[src/rtl/multi_counter_adder_if.sv]
`timescale 1ns/100ps
`default_nettype none
// ============================================================================
//  Module      : multi_counter_adder_if
//  Description : Bundle of the control inputs and observable outputs of the
//                multi_counter_adder block.
//                  i_en      [CHANNELS]        per-channel count enable
//                  i_clr                       synchronous clear of all state
//                  o_state   [CHANNELS*WIDTH]  counter c at [c*WIDTH +: WIDTH]
//                  o_wrap    [CHANNELS]        one-cycle wrap pulse per channel
//                  o_sum     [WIDTH]           registered sum of the counters
//                  o_sum_ovf                   true sum exceeded 2^WIDTH-1
//                master : the controlling side (drives i_en / i_clr)
//                slave  : the counter block (drives all o_* signals)
//  Revision    : 1.0  initial release
// ============================================================================
interface multi_counter_adder_if #(
    parameter int WIDTH    = 8,
    parameter int CHANNELS = 2
);
    logic [CHANNELS-1:0]       i_en;
    logic                      i_clr;
    logic [CHANNELS*WIDTH-1:0] o_state;
    logic [CHANNELS-1:0]       o_wrap;
    logic [WIDTH-1:0]          o_sum;
    logic                      o_sum_ovf;

    modport master (
        output i_en,
        output i_clr,
        input  o_state,
        input  o_wrap,
        input  o_sum,
        input  o_sum_ovf
    );

    modport slave (
        input  i_en,
        input  i_clr,
        output o_state,
        output o_wrap,
        output o_sum,
        output o_sum_ovf
    );
endinterface
`default_nettype wire

[src/rtl/multi_counter_adder.sv]
`timescale 1ns/100ps
`default_nettype none
// ============================================================================
//  Module      : multi_counter_adder
//  Description : CHANNELS independent WIDTH-bit up-counters plus a registered
//                sum of all counters. The sum is built from the counter values
//                present before each edge, so o_sum trails o_state by exactly
//                one cycle. Sum overflow either wraps (SATURATE=0) or clamps
//                to 2^WIDTH-1 (SATURATE=1); o_sum_ovf flags overflow in both
//                modes.
//  Ports       : i_clk  clock, rising edge
//                i_rst  asynchronous, active-high reset
//                bus    multi_counter_adder_if.slave
//                       (i_en, i_clr in; o_state, o_wrap, o_sum, o_sum_ovf out)
//  Revision    : 1.0  initial release
// ============================================================================
module multi_counter_adder #(
    parameter int WIDTH    = 8,
    parameter int CHANNELS = 2,      // legal range 1..16
    parameter bit SATURATE = 1'b0    // 0: wrap sum, 1: clamp sum
) (
    input  wire logic               i_clk,
    input  wire logic               i_rst,
    multi_counter_adder_if.slave    bus
);

    // Full-precision sum width: enough headroom for CHANNELS maximal counters.
    localparam int               c_sum_w = WIDTH + $clog2(CHANNELS);
    localparam logic [WIDTH-1:0] c_max   = {WIDTH{1'b1}};

    logic [CHANNELS*WIDTH-1:0] w_state;
    logic [CHANNELS-1:0]       w_wrap;
    logic [c_sum_w-1:0]        w_full_sum;
    logic                      w_sum_ovf;
    logic [WIDTH-1:0]          w_sum_next;
    logic [WIDTH-1:0]          r_sum;
    logic                      r_sum_ovf;

    // ------------------------------------------------------------------------
    // Per-channel counters. Each channel owns its own registers so that no
    // channel's enable can ever touch another channel's state.
    // ------------------------------------------------------------------------
    for (genvar c = 0; c < CHANNELS; c++) begin : g_chan
        logic [WIDTH-1:0] r_cnt;
        logic             r_wrap;

        always_ff @(posedge i_clk or posedge i_rst) begin
            if (i_rst) begin
                r_cnt  <= '0;
                r_wrap <= 1'b0;
            end else if (bus.i_clr) begin
                // Clear wins over enable.
                r_cnt  <= '0;
                r_wrap <= 1'b0;
            end else if (bus.i_en[c]) begin
                r_cnt  <= r_cnt + 1'b1;
                // Pulse on the edge that rolls all-ones over to zero.
                r_wrap <= (r_cnt == c_max);
            end else begin
                r_wrap <= 1'b0;
            end
        end

        assign w_state[c*WIDTH +: WIDTH] = r_cnt;
        assign w_wrap[c]                 = r_wrap;
    end

    // ------------------------------------------------------------------------
    // Full-width sum of the current (pre-edge) counter values.
    // ------------------------------------------------------------------------
    always_comb begin
        w_full_sum = '0;
        for (int c = 0; c < CHANNELS; c++) begin
            w_full_sum = w_full_sum + c_sum_w'(w_state[c*WIDTH +: WIDTH]);
        end
    end

    // Overflow means any bit above the WIDTH-bit result is set. With a single
    // channel there are no such bits and the flag can never rise.
    if (c_sum_w > WIDTH) begin : g_ovf
        assign w_sum_ovf = |w_full_sum[c_sum_w-1:WIDTH];
    end else begin : g_no_ovf
        assign w_sum_ovf = 1'b0;
    end

    if (SATURATE) begin : g_sat
        assign w_sum_next = w_sum_ovf ? c_max : w_full_sum[WIDTH-1:0];
    end else begin : g_trunc
        assign w_sum_next = w_full_sum[WIDTH-1:0];
    end

    // ------------------------------------------------------------------------
    // Sum register. A clear zeroes the sum at the same edge as the counters;
    // the edge after a clear then sums the zeroed counters, so no stale value
    // can appear.
    // ------------------------------------------------------------------------
    always_ff @(posedge i_clk or posedge i_rst) begin
        if (i_rst) begin
            r_sum     <= '0;
            r_sum_ovf <= 1'b0;
        end else if (bus.i_clr) begin
            r_sum     <= '0;
            r_sum_ovf <= 1'b0;
        end else begin
            r_sum     <= w_sum_next;
            r_sum_ovf <= w_sum_ovf;
        end
    end

    // All outputs come straight from flops.
    assign bus.o_state   = w_state;
    assign bus.o_wrap    = w_wrap;
    assign bus.o_sum     = r_sum;
    assign bus.o_sum_ovf = r_sum_ovf;

endmodule
`default_nettype wire

[src/flat_wrapper.sv]
// flat-port wrapper written by rule: the top's interface ports become plain ports
module multi_counter_adder_flat 
#(
    parameter int WIDTH    = 8,
    parameter int CHANNELS = 2,                          
    parameter bit SATURATE = 1'b0                                
)
  (i_clk, i_rst, bus_i_en, bus_i_clr, bus_o_state, bus_o_wrap, bus_o_sum, bus_o_sum_ovf);
  multi_counter_adder_if #(.WIDTH(WIDTH), .CHANNELS(CHANNELS)) bus_i ();
  input  wire logic i_clk;
  input  wire logic i_rst;
  input wire logic [$bits(bus_i.i_en)-1:0] bus_i_en;
  input wire logic [$bits(bus_i.i_clr)-1:0] bus_i_clr;
  output wire logic [$bits(bus_i.o_state)-1:0] bus_o_state;
  output wire logic [$bits(bus_i.o_wrap)-1:0] bus_o_wrap;
  output wire logic [$bits(bus_i.o_sum)-1:0] bus_o_sum;
  output wire logic [$bits(bus_i.o_sum_ovf)-1:0] bus_o_sum_ovf;
  assign bus_i.i_en = bus_i_en;
  assign bus_i.i_clr = bus_i_clr;
  assign bus_o_state = bus_i.o_state;
  assign bus_o_wrap = bus_i.o_wrap;
  assign bus_o_sum = bus_i.o_sum;
  assign bus_o_sum_ovf = bus_i.o_sum_ovf;
  multi_counter_adder #(.WIDTH(WIDTH), .CHANNELS(CHANNELS), .SATURATE(SATURATE)) u_core (.i_clk(i_clk), .i_rst(i_rst), .bus(bus_i));
endmodule
[config.mk]
export PLATFORM = sky130hd
export DESIGN_NAME = multi_counter_adder_flat
export DESIGN_NICKNAME = d
export VERILOG_FILES = /design/src/rtl/multi_counter_adder_if.sv /design/src/rtl/multi_counter_adder.sv /design/src/flat_wrapper.sv
export SDC_FILE = /design/constraint.sdc
export NUM_CORES = 1
export LEC_CHECK = 0
export CORE_MARGIN = 4
export CORE_UTILIZATION = 46
export CTS_BUF_LIST = sky130_fd_sc_hd__clkbuf_8
export CTS_CLUSTER_DIAMETER = 40
export DETAILED_ROUTE_END_ITERATION = 8
export PLACE_DENSITY = 0.85
export SYNTH_ARGS = -nofsm -noshare
export SYNTH_HDL_FRONTEND = slang
export SYNTH_SLANG_ARGS = --single-unit
[constraint.sdc]
create_clock -name i_clk -period 1.9 [get_ports i_clk]
set_input_delay 0.57 -clock i_clk [delete_from_list [all_inputs] [get_ports i_clk]]
set_output_delay 0.57 -clock i_clk [all_outputs]
set_load 0.005 [all_outputs]
# == Word level (Yosys, flattened, before mapping) ==
# Index checks and enable logic that the tools add are counted.
# totals
word_cells,23
reg_bits,27
# op_classes
muxes,10
eq_ne,2
n_reduce_logical,2
addsub,3
# op_table
cell,n
two-way mux 8 bit,5
"adder 8 x 1 -> 8 bit, second input constant",2
"equality test 8 bit, second input constant",2
adder 8 x 8 -> 9 bit,1
two-way mux 1 bit,5
nonzero test 2 bit,2

# == Longest topological paths before layout ==
# logic_depth
depth_word,3
ltp_mapped,6
mapped_depth_nobuf,6

# == Least setup slack after synthesis ==
# OpenSTA, ideal clock, no wires.
# synth_timing
path_kind,flip-flop to flip-flop
startpoint,reg u_core.g_chan[0].r_cnt[0]
endpoint,"reg u_core.r_sum_ovf, in the netlist u_core.bus.o_sum_ovf"
required_time_ns,1.764
path_slack_ns,0.021
synth_period_minus_slack_ns,1.879
t_arrival_ns,1.743
stages_incl_launch_ff,7
setup_ns,0.136
cell_sequence,dfrtp_1 ha_1 fa_1 a211oi_1 o21ai_0 a211oi_1 nor3_1
# synth_between
elab_chain_len,2
# synth_rtl
element,line,text
from (decl),multi_counter_adder.sv:44,logic [WIDTH-1:0] r_cnt;
from (signal assigned),multi_counter_adder.sv:56,r_cnt <= r_cnt + 1'b1;
adder 8 x 8 -> 9 bit,multi_counter_adder.sv:74,w_full_sum = w_full_sum + c_sum_w'(w_state[c*WIDTH +: WIDTH]);
two-way mux 1 bit,multi_counter_adder.sv:101,end else if (bus.i_clr) begin
to (signal assigned),multi_counter_adder.sv:106,r_sum_ovf <= w_sum_ovf;
to (decl),multi_counter_adder.sv:37,logic r_sum_ovf;
# No other way between the ends.
# A chain may end at the register's enable or synchronous reset.

# == Worst setup path after layout ==
# layout_timing
startpoint,reg u_core.g_chan[0].r_cnt[6]
endpoint,out bus_o_state[6]
# layout_lines
element,line,text
to (decl),flat_wrapper.sv:14,output wire logic [$bits(bus_i.o_state)-1:0] bus_o_state;
# No word-level cell between the ends.

==> flow_metrics.py <==
metrics = {
    "floorplanning": {
        "die_h_um": 63.3,
        "rows": 19,
        "io_pins": 32,
        "core_mm2": 0.00283,
        "initial_core_util_pct": 49.8,
        "dieArea_mm2": 0.00401,
        "fp.dieW_um": 63.3,
    },
    "worst_setup_path": {
        "cp_slowest_stage_delay_ps": 550,
        "start_kind": "register",
        "slowest_stage": "clkdlybuf4s50_1",
        "critPathArrivalTime_ps": 1290,
        "critical_path_class": "register to primary output",
        "end_kind": "primary output",
        "crit_buf_inv": 1,
        "cp_data_required_time_ps": 1330,
        "cp_cell_sequence": "clkdlybuf4s50_1",
        "reg2reg_from": "u_core.g_chan[0].r_cnt[1]$_DFFE_PP0P_",
        "startpoint": "u_core.g_chan[0].r_cnt[6]$_DFFE_PP0P_",
        "path_delay_family": "buffers and inverters",
        "cp_max_fo": 5,
    },
    "synthesis": {
        "synth.top_cell.area_share_pct": 48.0,
        "post_synth_main_area_contributors": "dfrtp_1 (48%), ha_1 (8.9%), xor2_1 (5.6%)",
        "synth-seq-cells": 27,
        "synth_edf_count": 0,
        "ys_seq_area_share_pct": 48.0,
        "ys_warn_count": 0,
        "synth.net_count": 155,
        "synth_ff_type": "dfrtp_1",
        "syn-mean-instance-area_um2": 10.1,
        "ys_types": 30,
        "syn-cell-area_mm2": 0.00141,
        "async_reset_ff_share_pct": 100,
        "synth_top_area_cell": "dfrtp_1",
        "synthCells": 139,
    },
    "cells_and_area": {
        "most-common-layout-cells": "clkdlybuf4s50_1 (30), dfrtp_1 (23), nor2_1 (20)",
        "postLayoutCellArea_mm2": 0.00191,
        "drive_above_1_share_pct": 15.4,
        "fillCellCount": 210,
        "final_common_cell": "clkdlybuf4s50_1",
        "fin_nets": 199,
        "antennaDiodeCount": 0,
        "areaGrowthSynthToFinish_pct": 35.6,
    },
    "power_and_ir_drop": {
        "leakage_nw": 0.879,
        "power_density_mw_per_mm2": 559,
        "ir_worst_vdd_mv": 0.355,
    },
    "sta": {
        "relSlewSlack_pct": 77.6,
        "report.final.slew_viol_count": 0,
        "finalHoldViolations": 0,
        "finalCriticalPeriod_ps": 1860,
        "setup_ws_ps": 37.2,
        "tightest_slew_ps": 335,
        "totalNegativeSetupSlack_ps": 0,
        "rsz0062_at_grt": "true",
        "max_freq_mhz": 537,
        "period_share_pct": 98.0,
        "setup_viol": 0,
        "fin_skew_ps": 1.79,
    },
    "placed_design": {
        "gp_congestion": 0.851,
        "port_buffers": 31,
        "dp_slack_ps": -12.2,
        "hpwlAfterDp_um": 2460,
        "dpl_cell_area_mm2": 0.00181,
    },
    "route": {
        "vias_per_cell": 5.71,
        "postRouteAntennaNets": 0,
        "wl_per_cell_um": 16.0,
        "drc": 0,
        "drt_wl_total_um": 3420,
        "firstDrtPassIters": 4,
        "vias": 1217,
        "drt_iter0_markers": 51,
    },
    "hold_path": {
        "hold_path.class": "register to register",
        "worstHoldStart": "u_core.g_chan[0].r_cnt[7]$_DFFE_PP0P_",
    },
    "clock_tree": {
        "clock_latency_ps": 280,
        "htree_levels": 1,
        "clockBufferDepth": 2,
        "postCtsHoldBufs": 0,
        "cts_tree": "done",
        "cts.sink_count": 27,
        "cts_buffers": 3,
        "ctsRootBufferMaster": "clkbuf_8",
        "clk_pin_slew_ps": 90,
    },
    "global_route": {
        "grt_max_degree": 28,
        "grt_pass1_vias": 1200,
        "overflow": 0,
        "antenna_found_initial": 0,
        "grt_pass1_wl_um": 5720,
        "grt_usage_pct": 17.9,
    },
    "run": {
        "maxCapViolCount": 0,
    },
    "outcome": {
        "status": "finished clean",
    },
}
worst min-delay path: stages, from the launching register on:
cell and delay (ps):
dfrtp_1 430, nand2_1 80, nor3_1 40
Yosys cell counts, types with 3 or more instances:
master / count
dfrtp_1: 27
nor2_1: 20
ha_1: 10
xor2_1: 9
o21ai_0: 8
nand2_1: 7
nor3_1: 7
a21oi_1: 6
nand4_1: 6
a211oi_1: 4
clkbuf_1: 3
nand3_1: 3
or3_1: 3
xnor2_1: 3
kinds of logic after synthesis:
| family | count (synthesis) | share of synthesized area [%] |
|---|---|---|
| simple gates | 54 | 18.8 |
| flops | 27 | 48.0 |
| compound gates | 25 | 11.3 |
| xor+xnor | 12 | 7.47 |
| fa+ha+maj | 11 | 10.3 |
| buf+inv | 8 | 2.75 |
| mux | 2 | 1.42 |
metrics by stage:
step	power [mW]	instances	util [%]	hold WS (ps)
final	1.07	213	67.5	578
after global routing	1.12	213	67.5	634
after CTS	1.06	210	65.9	576
after detailed placement	0.749	206	64.0	553
after global placement	0.742	206	64.0	544
after floorplan	0.675	139	-	546
flip-flops by register name, indices dropped and copies added, names as in the netlist:
register / count
u_core.g_chan.r_cnt: 16
u_core.bus.o_sum: 8
u_core.g_chan.r_wrap: 2
u_core.bus.o_sum_ovf: 1
final cells by class:
cell class / instances / area (um^2) / share of cell area (%)
multi-input combinational: 104 / 716 / 37.5
sequential: 27 / 681 / 35.6
timing repair buffer: 46 / 425 / 22.3
clock buffer: 3 / 41.3 / 2.16
tap: 31 / 38.8 / 2.03
clock inverter: 1 / 3.75 / 0.197
inverter: 1 / 3.75 / 0.197
final timing paths:
| check | to | slack [ps] | cells past startpoint |
|---|---|---|---|
| worst max-delay path | bus_o_state[6] | 40 | 1 |
| max in group asynchronous | u_core.g_chan[1].r_cnt[1]$_DFFE_PP0P_ | 970 | 3 |
| worst min register to register | u_core.g_chan[0].r_wrap$_DFF_PP0_ | 580 | 2 |
| worst min-delay path | u_core.g_chan[0].r_wrap$_DFF_PP0_ | 580 | 2 |
| worst max register to register | u_core.bus.o_sum[6]$_DFF_PP0_ | 40 | 6 |
| min in group asynchronous | u_core.g_chan[0].r_cnt[4]$_DFFE_PP0P_ | 650 | 3 |
report_power, final:
part,internal (mW),switching [mW]
clock,0.145,0.177
combinational,0.0778,0.0687
sequential,0.589,0.00988
repair_timing:
item	4_1_cts	5_1_grt
gates resized for setup	2	10
endpoints found under the setup margin	2	9
pin swaps	0	3
buffers inserted	0	3
per-layer routing:
metal / global-route usage, % / routed length [um] / vias up
met3: 1.78 / 174 / 9
met2: 30.6 / 1800 / 48
met5: 0 / 0 / -
li1: - / - / 581
met1: 22.1 / 1330 / 579
met4: 10.2 / 114 / 0
No activity file was read; power rests on OpenSTA's default activity.
